**src/rtl/tmr_pkg.sv**
```systemverilog
// Shared types and constants for the multi-channel timeout timer.
package tmr_pkg;

  typedef enum logic [1:0] {
    IDLE = 2'd0,
    RUN  = 2'd1,
    DONE = 2'd2
  } tmr_state_e;

  localparam logic MODE_PERIODIC = 1'b0;
  localparam logic MODE_ONESHOT  = 1'b1;

endpackage

```
**src/rtl/tmr_channel.sv**
```systemverilog
// One timer channel: counter, terminal-count register, run/done FSM.
// Define TMR_OVERRUN_EN to add the sticky ovr flag for ticks missed in DONE.
module tmr_channel
  import tmr_pkg::*;
#(
  parameter int unsigned CW           = 7,
  parameter int unsigned DEFAULT_TERM = 99
) (
  input  logic          clk,
  input  logic          rst,
  input  logic          enable,
  input  logic          tick,
  input  logic          start,
  input  logic          stop,
  input  logic          mode,
  input  logic          clr_done,
  input  logic          term_wr,
  input  logic [CW-1:0] term_data,
`ifdef TMR_OVERRUN_EN
  output logic          ovr,
`endif
  output logic          timeout,
  output logic          done,
  output logic          busy
);

  tmr_state_e    state, state_n;
  logic [CW-1:0] count;
  logic [CW-1:0] term;
  logic          mode_r;
  logic          qual;
  logic          expire;

  assign qual   = (state == RUN) && enable && tick;
  assign expire = qual && (count >= term);

  always_ff @(posedge clk) begin
    if (!rst) state <= IDLE;
    else      state <= state_n;
  end

  // Stop masks start in every state; in DONE a stop is otherwise a no-op.
  always_comb begin
    state_n = state;
    unique case (state)
      IDLE: if (start && !stop) state_n = RUN;
      RUN: begin
        if (stop)                                   state_n = IDLE;
        else if (start)                             state_n = RUN;
        else if (expire && mode_r == MODE_ONESHOT)  state_n = DONE;
      end
      DONE: begin
        if (start && !stop) state_n = RUN;
        else if (clr_done)  state_n = IDLE;
      end
      default: state_n = IDLE;
    endcase
  end

  always_comb begin
    busy = (state == RUN);
    done = (state == DONE);
  end

  always_ff @(posedge clk) begin
    if (!rst) begin
      count   <= '0;
      term    <= CW'(DEFAULT_TERM);
      mode_r  <= MODE_PERIODIC;
      timeout <= 1'b0;
    end else begin
      timeout <= 1'b0;
      if (term_wr) term <= term_data;
      if (stop) begin
        count <= '0;
      end else if (start) begin
        count  <= '0;
        mode_r <= mode;
      end else if (expire) begin
        count   <= '0;
        timeout <= 1'b1;
      end else if (qual) begin
        count <= count + CW'(1);
      end
    end
  end

`ifdef TMR_OVERRUN_EN
  always_ff @(posedge clk) begin
    if (!rst)                               ovr <= 1'b0;
    else if (clr_done || start)             ovr <= 1'b0;
    else if (state == DONE && enable && tick) ovr <= 1'b1;
  end
`endif

endmodule

```
**src/rtl/multi_channel_timeout_timer.sv**
```systemverilog
// Bank of NCH independent timeout channels with programmable terminal counts.
// Define TMR_OVERRUN_EN to expose the per-channel ovr flags.
module multi_channel_timeout_timer
  import tmr_pkg::*;
#(
  parameter int unsigned NCH          = 4,
  parameter int unsigned CW           = 7,
  parameter int unsigned DEFAULT_TERM = 99
) (
  input  logic                   clk,
  input  logic                   rst,
  input  logic                   enable,
  input  logic [NCH-1:0]         tick,
  input  logic [NCH-1:0]         start,
  input  logic [NCH-1:0]         stop,
  input  logic [NCH-1:0]         mode,
  input  logic [NCH-1:0]         clr_done,
  input  logic                   term_wr,
  input  logic [$clog2(NCH)-1:0] term_sel,
  input  logic [CW-1:0]          term_data,
`ifdef TMR_OVERRUN_EN
  output logic [NCH-1:0]         ovr,
`endif
  output logic [NCH-1:0]         timeout,
  output logic [NCH-1:0]         done,
  output logic [NCH-1:0]         busy
);

  for (genvar i = 0; i < NCH; i++) begin : g_ch
    logic wr;
    // Out-of-range selects never match any channel index, so they are dropped.
    assign wr = term_wr && (int'(term_sel) == i);

    tmr_channel #(
      .CW           (CW),
      .DEFAULT_TERM (DEFAULT_TERM)
    ) u_ch (
      .clk       (clk),
      .rst       (rst),
      .enable    (enable),
      .tick      (tick[i]),
      .start     (start[i]),
      .stop      (stop[i]),
      .mode      (mode[i]),
      .clr_done  (clr_done[i]),
      .term_wr   (wr),
      .term_data (term_data),
`ifdef TMR_OVERRUN_EN
      .ovr       (ovr[i]),
`endif
      .timeout   (timeout[i]),
      .done      (done[i]),
      .busy      (busy[i])
    );
  end

endmodule

```
**config.mk**
```make
export PLATFORM = sky130hd
export DESIGN_NAME = multi_channel_timeout_timer
export DESIGN_NICKNAME = d
export VERILOG_FILES = /design/src/rtl/tmr_pkg.sv /design/src/rtl/tmr_channel.sv /design/src/rtl/multi_channel_timeout_timer.sv
export SDC_FILE = /design/constraint.sdc
export NUM_CORES = 1
export LEC_CHECK = 0
export ABC_AREA = 1
export BUFFER_PORTS_ARGS = -buffer_cell sky130_fd_sc_hd__buf_4
export CORE_MARGIN = 2
export CORE_UTILIZATION = 55
export CTS_BUF_LIST = sky130_fd_sc_hd__clkbuf_4 sky130_fd_sc_hd__clkbuf_8 sky130_fd_sc_hd__clkbuf_16
export DETAILED_ROUTE_END_ITERATION = 10
export PLACE_DENSITY = 0.81
export SYNTH_ARGS = -nofsm -noshare
export SYNTH_HDL_FRONTEND = slang
export SYNTH_SLANG_ARGS = --single-unit
```
**constraint.sdc**
```tcl
create_clock -name clk -period 1.95 [get_ports clk]
set_input_delay 0.0975 -clock clk [delete_from_list [all_inputs] [get_ports clk]]
set_output_delay 0.0975 -clock clk [all_outputs]
set_load 0.05 [all_outputs]
```
After elaboration in Yosys (flattened, before gate mapping)
Index checks and enable logic that the tools add are counted.
{ "word_totals": {"ff_bits": 72, "in_bits": 33} }
{ "classes": {"eq_ne": 23, "reduce_logical": 49, "n_addsub": 4, "n_lt_le_gt_ge": 4, "mux": 32, "n_bitwise": 5} }
{ "ops": {"columns": ["cell", "count"], "rows": [
  ["2-bit 2-to-1 mux", 24],
  ["7-bit by 1-bit adder with 7-bit output, second input constant", 4],
  ["7-bit >= comparator", 4],
  ["1-bit logical AND", 24],
  ["2-bit case mux with 3 select lines", 4],
  ["4-bit != test, second input constant", 4],
  ["4-bit OR reduction", 4],
  ["2-bit == test, second input constant", 6],
  ["3-bit != test, second input constant", 4],
  ["3-bit AND reduction", 4],
  ["3-bit OR reduction", 4],
  ["2-bit by 1-bit == test with 1-bit output, second input constant", 5],
  ["2-bit zero test", 5],
  ["2-bit by 1-bit != test with 1-bit output, second input constant", 4],
  ["2-bit AND reduction", 4],
  ["1-bit NOT", 5],
  ["1-bit zero test", 4],
  ["1-bit 2-to-1 mux", 4]
]} }

Longest topological paths before layout
{ "logic_depth": {"depth_word": 9, "mapped_depth": 11} }

Cells and area by module
Synthesis repeated with hierarchy kept, for this count alone.
{ "unflattened": {"hier_cells": 500, "hier_area_um2": 3848.7} }
{ "by_module_without_submodules": {"columns": ["mod", "seq_area_each_um2", "cells_per_inst", "instances", "area_per_inst_um2"], "rows": [
  ["tmr_channel", 360.3, 123, 4, 954.7],
  ["multi_channel_timeout_timer", 0.0, 8, 1, 30.0]
]} }

Worst setup path after synthesis
Ideal clock, no wire load.
{ "synth_timing": {"kind": "reg2reg", "from": "register g_ch[3].u_ch.term[6]", "to": "register g_ch[3].u_ch.count[2]", "t_arrival_ns": 1.376, "path_slack_ns": 0.493, "required_ns": 1.869, "setup_ns": 0.081, "period_less_slack_ns": 1.457, "stages_incl_launch_ff": 10, "path_cell_list": "dfxtp_1 > inv_1 > ha_1 > nand2_1 > inv_1 > a21oi_1 > nand3_1 > nand2_1 > nand4_1 > nor3_1"} }
{ "synth_between": {"elab_chain_len": 3} }
{ "synth_lines": {"columns": ["item", "line", "rtl"], "rows": [
  ["start, declared", "tmr_channel.sv:29", "logic [CW-1:0] term;"],
  ["start signal, assigned", "tmr_channel.sv:68", "term <= CW'(DEFAULT_TERM);"],
  ["start signal, assigned", "tmr_channel.sv:73", "if (term_wr) term <= term_data;"],
  ["7-bit >= comparator", "tmr_channel.sv:35", "assign expire = qual && (count >= term);"],
  ["1-bit logical AND", "tmr_channel.sv:35", null],
  ["4-bit OR reduction (no line)", null, null],
  ["end signal, assigned", "tmr_channel.sv:83", "count <= count + CW'(1);"],
  ["end, declared", "tmr_channel.sv:28", "logic [CW-1:0] count;"]
]} }
No other way between the ends.
A chain may end at the register's enable or synchronous reset.

Worst setup path after layout
Same ends and word-level chain as after synthesis.

==> flow_metrics.tcl <==
set metrics [dict create \
    status "completed" \
    hold_viol 0 \
    final.period_utilization_pct 88.4 \
    synth_area_leader_cell "dfxtp_1" \
    routabilityCongestion 0.795 \
    synthCells 530 \
    cp_max_fo 7 \
    cts.clk_slew.worst_paths_ps 80 \
    ir_worst_vdd_uv 398 \
    timing.fmax_mhz 580 \
    drt-total-wl_mm 8.23 \
    worst_r2r_path_depth 9 \
    synth_edf_count 0 \
    cts_tree "built" \
    portBuffers 44 \
    cts_root_buf "clkbuf_8" \
    synth_ff_type "dfxtp_1" \
    final_cell_area_um2 4600 \
    syn_avg_cell_area_um2 7.35 \
    crit_family "simple AND/OR/NAND/NOR gates" \
    n_fill_cell 591 \
    antenna_cells 0 \
    cts_buffers 9 \
    grt_max_degree 36 \
    p_int_uw 2390 \
    antenna_left 0 \
    io_pins 45 \
    ys_seq_elements 72 \
    worstPathBufferInverterCount 2 \
    yosys-top-cells-area "dfxtp_1 (37%), ha_1 (10%), nand2_1 (10%)" \
    ys_warn_count 0 \
    worstSetupEndpointType "register" \
    setup_tns_ps 0 \
    crit_arrival_ps 1990 \
    clock_latency_ps 350 \
    worst-path-stages 9 \
    p_leak_uw 0.00214 \
    p_seq_share_pct 48.3 \
    async_flop_share_pct 0 \
    grt_pass1_vias 3249 \
    synthesis.area_um2 3890 \
    max_slew_margin_pct 75.2 \
    drt_iter0_markers 129 \
    r2r-start "g_ch[3].u_ch.term[6]" \
    pwr-share-comb_pct 11.4 \
    via_per_inst 5.01 \
    synth_top_cell_area_share_pct 37.0 \
    drive_above_1_share_pct 15.9 \
    ys_seq_area_share_pct 37.0 \
    fin_crit_ps 1720 \
    crit_start "g_ch[3].u_ch.term[6]" \
    worst_slew_pin_slew_ps 371 \
    sw_frac_of_total_pct 25.2 \
    critPathCapture "g_ch[3].u_ch.count[2]" \
    slew_violations 0 \
    cts.path.max_buffers 2 \
    instances_no_fill 681 \
    crit_type "reg2reg" \
    start_kind "register" \
    hpwl_mm 6.00 \
    rsz0062_at_grt "no" \
    switchingPower_uw 802 \
    grt_pass1_wl_mm 13.6 \
    track_usage_pct 22.2 \
    fp.dieW_um 88.1 \
    r2r_slack_ps 230 \
    num_vias 3414 \
    synth_cell_types 26 \
    synth_commonest_cells "nand2_1 (104), inv_1 (92), dfxtp_1 (72), nor2_1 (44), a21oi_1 (42)" \
    slowest_stage "dfxtp_1" \
    path_cells "inv_1 -> ha_1 -> nand2_1 -> inv_1 -> a21oi_1 -> nand3_1 -> nand2_1 -> nand4_1 -> nor3_1" \
    dpl_cell_area_um2 4250 \
    drc 0 \
    p_clk_share_pct 40.3 \
    core_area_um2 6830 \
    initial_core_util_pct 57.0 \
    worstReg2RegEnd "g_ch[3].u_ch.count[2]" \
    powerDensity_nw_per_um2 693 \
    cts_max_level 3 \
    maxCapViolCount 0 \
    drtPass1Iterations 4 \
    syn_nets 595 \
    wl_per_cell_um 12.1 \
    die_y_um 88.1 \
    syn_to_final_growth_pct 18.2 \
    yosysMostFrequentCell "nand2_1" \
    setup_viol 0 \
    fp-row-count 30 \
    cp.required_ps 2220 \
    finalClockSkew_ps 5.42 \
    grt-ovfl-total 0 \
    die_area_um2 7770 \
    finalNetCount 645 \
    dpl.cell_count 655 \
    antenna_found_initial 0 \
    hp-class "in2reg" \
    cts_sinks 72 \
    critPathMaxStageDelay_ps 320 \
]
## per-stage QoR
stage                     utilization (%)  setup WS, ps  hold slack (ps)  total power [uW]
after floorplan                         -           493              174              1800
after global placement               62.2           329              292              1900
after detailed placement             62.2           278              300              1920
after CTS                            66.7          41.9             3.37              3200
after global routing                 67.3          39.3             16.5              3320
final                                67.3           227             14.6              3190
## layout by cell type, fill, tap and decap left out, drive strengths merged, types with 9 or more instances in the layout
cell           n
dfxtp         72
clkbuf        10
ha            32
nand2        104
a21oi         42
xor2           9
inv           96
dlygate4sd3    9
nand3         39
o211ai         9
nor2          49
nor3          16
buf           47
o21ai         32
## sequential cells by signal, indices dropped and copies added, names as in the netlist
signal,cells
g_ch.u_ch.mode_r,4
g_ch.u_ch.state,8
g_ch.u_ch.count,28
g_ch.u_ch.timeout,4
g_ch.u_ch.term,28
## cells by family (layout without fill, tap and decap cells)
family          count (synthesis)  after routing  share of synthesized area (%)
flops                          72             72                           37.0
fa+ha+maj                      32             32                           10.3
simple gates                  218            218                           26.6
buf+inv                       113            168                           12.1
compound gates                 83             83                           11.2
xor+xnor                       12             12                           2.70
## worst reg2reg max path, delay by kind of cell (launching register included)
kind                     cells  cell delay (ps)
flip-flops                   1              320
AND/OR/NAND/NOR              5              760
buffers and inverters        2              110
AO/OA/AOI/OAI                1              140
adder cells (fa/ha/maj)      1              320
## metal layers
metal  global-route usage (%)  vias to the layer above  wire length [um]
met5                        0                        -                 0
met2                     37.5                       54              4000
met1                     26.4                     1554              3640
met3                     6.69                       13               392
met4                     9.23                        0               197
li1                         -                     1793                 -
## worst min path at each step
stage,slack [ps],start,endpoint,cells past startpoint
final,10,term_data[0],g_ch[2].u_ch.term[0],3
after global routing,20,term_data[5],g_ch[0].u_ch.term[5],3
after CTS,3,term_data[0],g_ch[0].u_ch.term[0],3
after detailed placement,300,stop[0],g_ch[0].u_ch.timeout,2
after global placement,290,start[2],g_ch[2].u_ch.timeout,2
after floorplan,170,start[0],g_ch[0].u_ch.timeout,1
## cell type report
class / count / area (um^2) / area share [%]
Multi-Input combinational cell: 345 / 2020 / 43.8
Sequential cell: 72 / 1440 / 31.4
Timing Repair Buffer: 56 / 443 / 9.63
Inverter: 96 / 363 / 7.89
Clock buffer: 10 / 131 / 2.86
Tap cell: 96 / 120 / 2.61
Clock inverter: 6 / 83.8 / 1.82
## timing repair
action,4_1_cts,5_1_grt
endpoints found under the hold margin,7,2
resized for setup,0,9
hold buffers,9,2
setup endpoints to repair,0,2
setup buffers,0,1
## power groups by stage
stage	sequential, uW	clock [uW]	combinational (uW)
6_report	1540	1280	365
5_1_grt	1550	1370	407
4_1_cts	1540	1300	357
3_5_place_dp	1570	0	344
3_3_place_gp	1570	0	332
2_1_floorplan	1570	0	232
Note: power is estimated with default switching activity, not from simulation.
